### src/rtl/cpu_memory_lsu.sv
// Stage-3 load/store unit: issues one memory access per instruction, stalls
// stage 3 until the access is acknowledged, then registers the stage-4
// results (push value, branch resolution, pass-through fields).
module cpu_memory_lsu #(
    parameter int                DATA_W       = 32,
    parameter int                TYPE_W       = 3,
    parameter int                IMM_W        = 16,
    parameter logic [TYPE_W-1:0] TYPE_INTEGER = TYPE_W'(1)
) (
    input  logic                     clk,
    input  logic                     rst,
    input  logic                     valid_3a,
    input  logic [1:0]               c__branch_3a,
    input  logic [2:0]               c__to_push_3a,
    input  logic [1:0]               c__mem_3a,
    input  logic                     alu__cond_3a,
    input  logic [DATA_W-1:0]        alu__out_3a,
    input  logic [47:0]              instruction_3a,
    input  logic [DATA_W-1:0]        pc_3a,
    input  logic [TYPE_W+DATA_W-1:0] r0_3a,
    input  logic [TYPE_W+DATA_W-1:0] r1_3a,
    input  logic [10:0]              st__to_pop_3a,
    output logic                     stall_3a,
    output logic                     mem_req,
    output logic                     mem_we,
    output logic [DATA_W-1:0]        mem_addr,
    output logic [DATA_W-1:0]        mem_wdata,
    input  logic                     mem_ack,
    input  logic [DATA_W-1:0]        mem_rdata,
    output logic                     valid_4a,
    output logic                     kill_4a,
    output logic [DATA_W-1:0]        branch_target_4a,
    output logic [DATA_W-1:0]        pc_4a,
    output logic [2:0]               c__to_push_4a,
    output logic [TYPE_W+DATA_W-1:0] st__to_push_4a,
    output logic [10:0]              st__to_pop_4a
);

    typedef enum logic [1:0] {
        BR_NONE     = 2'd0,
        BR_REL      = 2'd1,
        BR_REL_COND = 2'd2,
        BR_ABS      = 2'd3
    } branch_e;

    // Codes 6 and 7 are unnamed and fall into the hold (NONE) path.
    typedef enum logic [2:0] {
        PUSH_NONE = 3'd0,
        PUSH_ALU  = 3'd1,
        PUSH_IMM  = 3'd2,
        PUSH_REG0 = 3'd3,
        PUSH_REG1 = 3'd4,
        PUSH_LOAD = 3'd5
    } push_e;

    // Code 3 is unnamed and behaves as no memory operation.
    typedef enum logic [1:0] {
        MEM_NONE  = 2'd0,
        MEM_LOAD  = 2'd1,
        MEM_STORE = 2'd2
    } mem_e;

    typedef enum logic {
        S_IDLE = 1'b0,
        S_WAIT = 1'b1
    } state_e;

    state_e                  state;
    logic                    is_load;
    logic                    is_store;
    logic                    memop;
    logic                    complete;
    logic                    take_branch;
    logic [DATA_W-1:0]       imm_sext;
    logic [DATA_W-1:0]       target_next;
    logic [TYPE_W+DATA_W-1:0] push_next;

    // Instruction bits above the push immediate carry nothing this stage needs.
    logic unused_instr_bits;
    assign unused_instr_bits = ^instruction_3a[47:TYPE_W+DATA_W];

    assign is_load  = (c__mem_3a == MEM_LOAD);
    assign is_store = (c__mem_3a == MEM_STORE);
    assign memop    = valid_3a && (is_load || is_store);

    // The request is driven in both FSM states; the stall lifts in the ack cycle.
    assign mem_req   = memop && !rst;
    assign mem_we    = mem_req && is_store;
    assign mem_addr  = alu__out_3a;
    assign mem_wdata = r0_3a[DATA_W-1:0];
    assign stall_3a  = mem_req && !mem_ack;
    assign complete  = valid_3a && !stall_3a;

    assign imm_sext = {{(DATA_W-IMM_W){instruction_3a[IMM_W-1]}}, instruction_3a[IMM_W-1:0]};

    // Branch resolution: kill decision and target for the completing instruction.
    always_comb begin
        // NOTE: every always_comb output gets a default first so no latch is inferred.
        take_branch = 1'b0;
        target_next = branch_target_4a;
        case (c__branch_3a)
            BR_REL: begin
                take_branch = 1'b1;
                target_next = pc_3a + imm_sext;
            end
            BR_REL_COND: begin
                take_branch = alu__cond_3a;
                target_next = pc_3a + imm_sext;
            end
            BR_ABS: begin
                take_branch = 1'b1;
                target_next = alu__out_3a;
            end
            default: ;
        endcase
    end

    // Value pushed to the stack; unknown or NONE codes keep the previous value.
    always_comb begin
        push_next = st__to_push_4a;
        case (c__to_push_3a)
            PUSH_ALU:  push_next = {TYPE_INTEGER, alu__out_3a};
            PUSH_IMM:  push_next = instruction_3a[TYPE_W+DATA_W-1:0];
            PUSH_REG0: push_next = r0_3a;
            PUSH_REG1: push_next = r1_3a;
            PUSH_LOAD: push_next = is_load ? {TYPE_INTEGER, mem_rdata}
                                           : {TYPE_INTEGER, {DATA_W{1'b0}}};
            default:   ;
        endcase
    end

    // Access FSM plus the registered stage-4 outputs, updated only on completion.
    always_ff @(posedge clk) begin
        // NOTE: sequential state uses non-blocking assignments so every flop samples pre-edge values.
        if (rst) begin
            state            <= S_IDLE;
            valid_4a         <= 1'b0;
            kill_4a          <= 1'b0;
            branch_target_4a <= '0;
            pc_4a            <= '0;
            c__to_push_4a    <= '0;
            st__to_pop_4a    <= '0;
            st__to_push_4a   <= '0;
        end else begin
            case (state)
                S_IDLE:  if (memop && !mem_ack) state <= S_WAIT;
                S_WAIT:  if (mem_ack)           state <= S_IDLE;
                default: state <= S_IDLE;
            endcase

            valid_4a <= complete;
            kill_4a  <= complete && take_branch;

            if (complete) begin
                pc_4a            <= pc_3a;
                c__to_push_4a    <= c__to_push_3a;
                st__to_pop_4a    <= st__to_pop_3a;
                st__to_push_4a   <= push_next;
                branch_target_4a <= target_next;
            end
        end
    end

endmodule
### config.mk
export PLATFORM = sky130hd
export DESIGN_NAME = cpu_memory_lsu
export DESIGN_NICKNAME = d
export VERILOG_FILES = /design/src/rtl/cpu_memory_lsu.sv
export SDC_FILE = /design/constraint.sdc
export NUM_CORES = 1
export LEC_CHECK = 0
export CAP_MARGIN = 40
export CORE_AREA = 4 4 162 164
export DETAILED_ROUTE_END_ITERATION = 10
export DIE_AREA = 0 0 166 168
export DONT_BUFFER_PORTS = 1
export HOLD_SLACK_MARGIN = 0.05
export PLACE_DENSITY = 0.41
export SLEW_MARGIN = 5
export SYNTH_ARGS = -nofsm -noshare
export SYNTH_HDL_FRONTEND = slang
export SYNTH_SLANG_ARGS = --single-unit
### constraint.sdc
create_clock -name clk -period 2.6 [get_ports clk]
set_clock_uncertainty 0.05 [all_clocks]
set_input_delay 0.39 -clock clk [delete_from_list [all_inputs] [get_ports clk]]
set_output_delay 0.39 -clock clk [all_outputs]
set_load 0.01 [all_outputs]
Word-level counts from Yosys, hierarchy flattened:

Cells that the tools add are included.

* muxes and demuxes: 4
* div/mod/pow operators: 0
* $lt $le $gt $ge: 0
* shift-type cells: 0
* eq/ne operators: 10
* multipliers: 0
* bitwise logic cells: 0
* reductions and logical operators: 16
* add/subtract/negate cells: 1

Operator list (count)
* 35-bit case mux with 5 select lines: 1
* 32-bit case mux with 2 select lines: 1
* 32-bit adder: 1
* 32-bit two-way mux: 1
* 2-bit equality test (second input constant): 3
* 3-bit by 2-bit equality test with 1-bit output (second input constant): 2
* 3-bit equality test (second input constant): 2
* 1-bit logical AND: 6
* 5-bit nonzero test: 1
* 2-bit by 1-bit equality test with 1-bit output (second input constant): 2
* 2-bit AND reduction: 2
* 2-bit OR reduction: 2
* 3-bit by 1-bit equality test with 1-bit output (second input constant): 1
* 1-bit zero test: 3
* 1-bit case mux with 2 select lines: 1
* 2-bit nonzero test: 1
* 1-bit logical OR: 1

* bits in latches: 0
* word-level logic and storage cells: 38
* memories kept: 0
* bits in read-only memories: 0
* output and inout port bits: 182
* memory bits (writable): 0
* register bits: 115

Logic depth before layout (Yosys ltp):

Gate-level depths: netlist of run 1.

* depth in word-level cells: 8
* mapped depth: 10
* depth with buffers taken out: 10

Worst setup path after synthesis of run 1:

No wires, ideal clock.

* path kind: input to register
* start point: in instruction_3a[0]
* end point: reg branch_target_4a[26]
* arrival: 2.369 ns
* buffers on the path: 0
* path slack: 0.086 ns
* stages: 10
* required time: 2.455 ns
* cell sequence: ha_1 fa_1 a21o_1 a31o_2 nand2_1 o31ai_2 a31oi_1 o21ai_1 xnor2_1 a221oi_1

* word-level cells in the longest chain between the ends: 2

RTL lines
* start, declared: line 18 `input logic [47:0] instruction_3a,`
* 32-bit adder: line 104, 108
* 32-bit case mux with 2 select lines: line 101 `case (c__branch_3a)`
* end signal, assigned: line 159 `branch_target_4a <= target_next;`
* end, declared: line 32 `output logic [DATA_W-1:0] branch_target_4a,`

Every way passes these cells.
A chain may end at the register's enable or synchronous reset.

Worst setup path in the final report of run 1:

* start point: in c__mem_3a[0]
* end point: reg pc_4a[31]

* word-level cells in the longest chain between the ends: 7

RTL lines
* start, declared: line 15 `input logic [1:0] c__mem_3a,`
* 2-bit by 1-bit equality test with 1-bit output / 2-bit equality test (equally long branches): line 82, 83
* 1-bit logical OR (*): line 84 `assign memop = valid_3a && (is_load || is_store);`
* 1-bit logical AND (*): line 84
* 1-bit logical AND (*): line 87 `assign mem_req = memop && !rst;`
* 1-bit logical AND (*): line 91 `assign stall_3a = mem_req && !mem_ack;`
* net stall_3a: line 23 `output logic stall_3a,`
* 1-bit zero test (*): line 92 `assign complete = valid_3a && !stall_3a;`
* 1-bit logical AND (*): line 92
* end signal, assigned: line 155 `pc_4a <= pc_3a;`
* end, declared: line 33 `output logic [DATA_W-1:0] pc_4a,`

Mark *: on every way through the listed nets, which the timed path passes. The rest lies on a longest branch.

==> implementation parameters, run 1 <==
Parameter                              Value

Outcome
  Status    finished, final reports clean

Critical path
  Biggest fanout along the worst timing path    39
  Data arrival time of the critical path    2.63 ns
  Setup crit end kind    flip-flop
  Startpoint kind of the worst setup timing path    input pin
  Classification of the worst setup path    in -> reg
  Data required, critical path    between 2 and 3 ns

Pwr
  Maximum resistive drop on vdd    0.3786 mV
  Internal power contribution    3926 µW
  Switching share of total power    30.10%
  Standby leakage power    0.003349 µW
  Sequential group share of total power    between 30% and 40%
  Power dissipated by switching net loads    1690 µW
  Power share of the clock group    42.6%
  Relative contribution of combinational cells to total power    20.2%
  Power density over the cells    655.5 nW/µm²

Detailed routing
  Wirelength per Cell    23.86 µm
  Via-to-Cell Ratio    5.410
  First-pass detailed-route iteration total    5
  Remaining routing DRC violations    0
  Final wirelength    about 31 mm
  Drt initial violations    446
  Vias post-DR    6936
  Number of antenna-violating nets in the routed design    0

Synthesis
  FFs w/ async S/R, synth    0%
  Syn_area_per_cell    roughly 7.7 µm²
  Most area-hungry cell type in the Yosys netlist    sky130_fd_sc_hd__dfxtp_1
  Number of cells produced by synthesis    957
  Proportion of netlist area held by the largest area contributor    31.08%
  Synth Net Count    approximately 1200
  Register area share after synthesis    between 30 and 40%
  Adder-Cell Fraction of Synth Area    5.845%
  Top cells by area, synth    sky130_fd_sc_hd__dfxtp_1 31%, sky130_fd_sc_hd__nand2_1 8.9%, sky130_fd_sc_hd__buf_4 6.5%, sky130_fd_sc_hd__a21oi_1 5.9%, sky130_fd_sc_hd__ha_1 5.6%
  Area fraction in and, or, nand and nor cells after synthesis    16.59%
  Library cells used by synthesis    58
  Number of enable flip-flop cells after synthesis    0
  Warning count from the yosys run    0
  Register bit total from synthesis    115
  Share of synthesized area spent on multiplexers    5.034%
  Main combinational cell family by area after synthesis    compound AO/OA/AOI/OAI gates
  Fraction of the mapped netlist area in compound gates    27.25%
  Combined area of all synthesized cells    ~7400 µm²
  Parity-gate share of the synthesized area counting xor and xnor cells    3.311%
  Post-synth top flop    sky130_fd_sc_hd__dfxtp_1

Clock network
  Max Root-Sink Buffers    2
  CTS Buf Count    17
  Clk pin slew, worst setup/hold paths    0.06 ns
  Source-to-sink clock delay at the later pin of the worst-skew pair    0.41 ns
  Clock H-tree levels    4
  CTS tree    done
  Clock root cell    sky130_fd_sc_hd__clkbuf_16
  Post-cts gate resize count    0
  Total clock sinks    115

Timing
  Share of the clock period used by the worst path after layout    approximately nine tenths
  RSZ-0062 raised after global routing    no
  Minimum period implied by the final worst setup slack    2.307 ns
  Total count of max-transition violations in the final report    0
  Count of endpoints failing hold in the final timing report    0
  Post-Route Hold Slack    between 0.07 and 0.08 ns
  Max Freq    0.4335 GHz
  Max-Slew Margin vs Limit    48.26%
  Worst Tran Pin Value    0.7732 ns
  Number of setup violations in the final report    0

Placed design
  Final HPWL DP    23.45 mm
  Last weighted congestion value of the routability-driven placer    roughly 0.9
  Placed instance area    about 7500 µm²
  # port buffers    0

Finish
  Finished layout cell area    8568 µm²
  Share of layout cells above drive strength 1    10.42%
  Signed area change from the synthesized netlist to the final layout    15.68%
  Number of filler instances in the final layout    2653
  Total Nets Final    1210

Die
  Initial Util    29.76%
  X dimension of the die    166 µm
  Placement row count    58
  DIE AREA    27890 µm²
  Die Ht    approximately 170 µm
  Placeable core area    24890 µm²
  I/O pin cnt    419

GRT
  Total Routing Usage GR    21.32%
  Initial antenna violation count    5
  Remaining global-route overflow    0
  Pin count of the biggest net entering global routing    roughly 110
  Number of global-route vias before repair    roughly 7100
  Wire length of the first global-routing pass    45.76 mm

Min path
  Worst Hold Class    in -> reg

Run
  Maximum capacitance violations    0
[final cells by class]
class                      instances  area [µm²]  share of cell area (%)
multi-input combinational        698        4337                   50.61
timing repair buffer              95       885.9                   10.34
antenna                            2       5.005                 0.05841
clock inverter                    11       137.6                   1.606
inverter                          12       45.04                  0.5257
tap                              330       412.9                   4.819
clock buffer                      19       442.9                   5.169
sequential                       115        2302                   26.87
[timing repair]
| item | in CTS | in global routing |
|---|---|---|
| hold endpoints to repair | 111 | 0 |
| buffers inserted | 0 | 0 |
| hold buffers | 47 | 0 |
[cells in the final DEF, fill, tap and decap left out, drive strengths merged, types with 4 or more instances in the layout]
cell,netlist,routed
nand2b,6,6
a211oi,41,41
nand4,5,5
a221oi,41,41
a31oi,6,6
inv,12,12
nand2,176,176
clkinv,0,5
a21o,13,13
xor2,11,11
dfxtp,115,115
a311oi,10,10
mux2i,35,35
clkbuf,50,19
dlygate4sd3,0,46
nor2b,4,4
o22ai,10,10
nor2,73,73
o21bai,4,4
o21ai,65,65
a21oi,90,90
xnor2,17,17
ha,33,33
nand3,6,6
and3,10,10
buf,82,49
nor3,8,8
[worst max-delay path: stages]
cell,delay (ns)
sky130_fd_sc_hd__inv_1,0.02
sky130_fd_sc_hd__ha_1,0.32
sky130_fd_sc_hd__nor3_4,0.38
sky130_fd_sc_hd__nand2b_2,0.28
sky130_fd_sc_hd__buf_4,0.41
sky130_fd_sc_hd__nand2_1,0.10
sky130_fd_sc_hd__a21oi_1,0.15
sky130_fd_sc_hd__dlygate4sd3_1,0.56
[synth_stat cells (all sizes together) (4+ instances only)]
cell type,count
nand2,176
dfxtp,115
a21oi,90
buf,82
nor2,73
o21ai,65
clkbuf,50
a211oi,41
a221oi,41
mux2i,35
ha,33
xnor2,17
a21o,13
inv,12
xor2,11
a311oi,10
and3,10
o22ai,10
nor3,8
a31oi,6
nand2b,6
nand3,6
nand4,5
nor2b,4
o21bai,4
[routing by layer]
layer  GRT usage, %  routed length, µm  up-vias
met2          35.00              14740      282
li1               -                  -     3339
met1          26.19              12790     3275
met3          7.490               2243       40
met4          7.102                814        0
met5              0                  0        -
[path summary, 6_finish.rpt]
kind | startpoint | end | slack [ns] | depth (start not counted)
max | c__mem_3a[0] | pc_4a[31]$_SDFFE_PP0P_ | 0.29 | 8
min | mem_ack | valid_4a$_SDFF_PP0_ | 0.07 | 2
max reg2reg | pc_4a[31]$_SDFFE_PP0P_ | pc_4a[31]$_SDFFE_PP0P_ | 1.33 | 3
min reg2reg | pc_4a[22]$_SDFFE_PP0P_ | pc_4a[22]$_SDFFE_PP0P_ | 0.45 | 2
[kinds of logic after synthesis]
kind of cell / after synthesis
AOI/OAI and AO/OA: 304
muxes: 37
DFF: 115
adders and majority gates: 34
buffers and inverters: 144
and+or+nand+nor: 295
xor gates and xnor gates: 28
[power groups by stage]
stage / clock [µW] / sequential (µW) / combinational, µW
2_1_floorplan: 0 / 2070 / 891
3_3_place_gp: 0 / 2130 / 1050
3_5_place_dp: 0 / 2130 / 1050
4_1_cts: 2450 / 2090 / 1150
5_1_grt: 2530 / 2100 / 1280
6_report: 2390 / 2090 / 1140
[metrics by stage]
stage	setup TNS (ns)	power [µW]	setup slack (ns)	instances	util (%)
final	0	5616	0.2931	1282	34.42
after global routing	0	5912	0.1212	1280	34.40
after CTS	0	5686	0.2856	1280	34.40
after detailed placement	-0.6868	3181	-0.1493	1203	30.11
after global placement	-0.5009	3181	-0.1367	1203	30.11
after floorplan	0	2958	0.08574	957	-
[flip-flops by register name (all words and copies together) (netlist names)]
signal / flops
st__to_push_4a: 35
branch_target_4a: 32
pc_4a: 32
st__to_pop_4a: 11
c__to_push_4a: 3
kill_4a: 1
valid_4a: 1
(Power assumes the default switching activity.)
==> inputs of run 2 (changes only) <==
--- a/config.mk
+++ b/config.mk
@@ -12,6 +12,7 @@
 export DONT_BUFFER_PORTS = 1
 export HOLD_SLACK_MARGIN = 0.05
 export PLACE_DENSITY = 0.41
+export SKIP_LAST_GASP = 1
 export SLEW_MARGIN = 5
 export SYNTH_ARGS = -nofsm -noshare
 export SYNTH_HDL_FRONTEND = slang
==> results of run 2 <==
Final layout, timing and power as in run 1 (identical DEF).
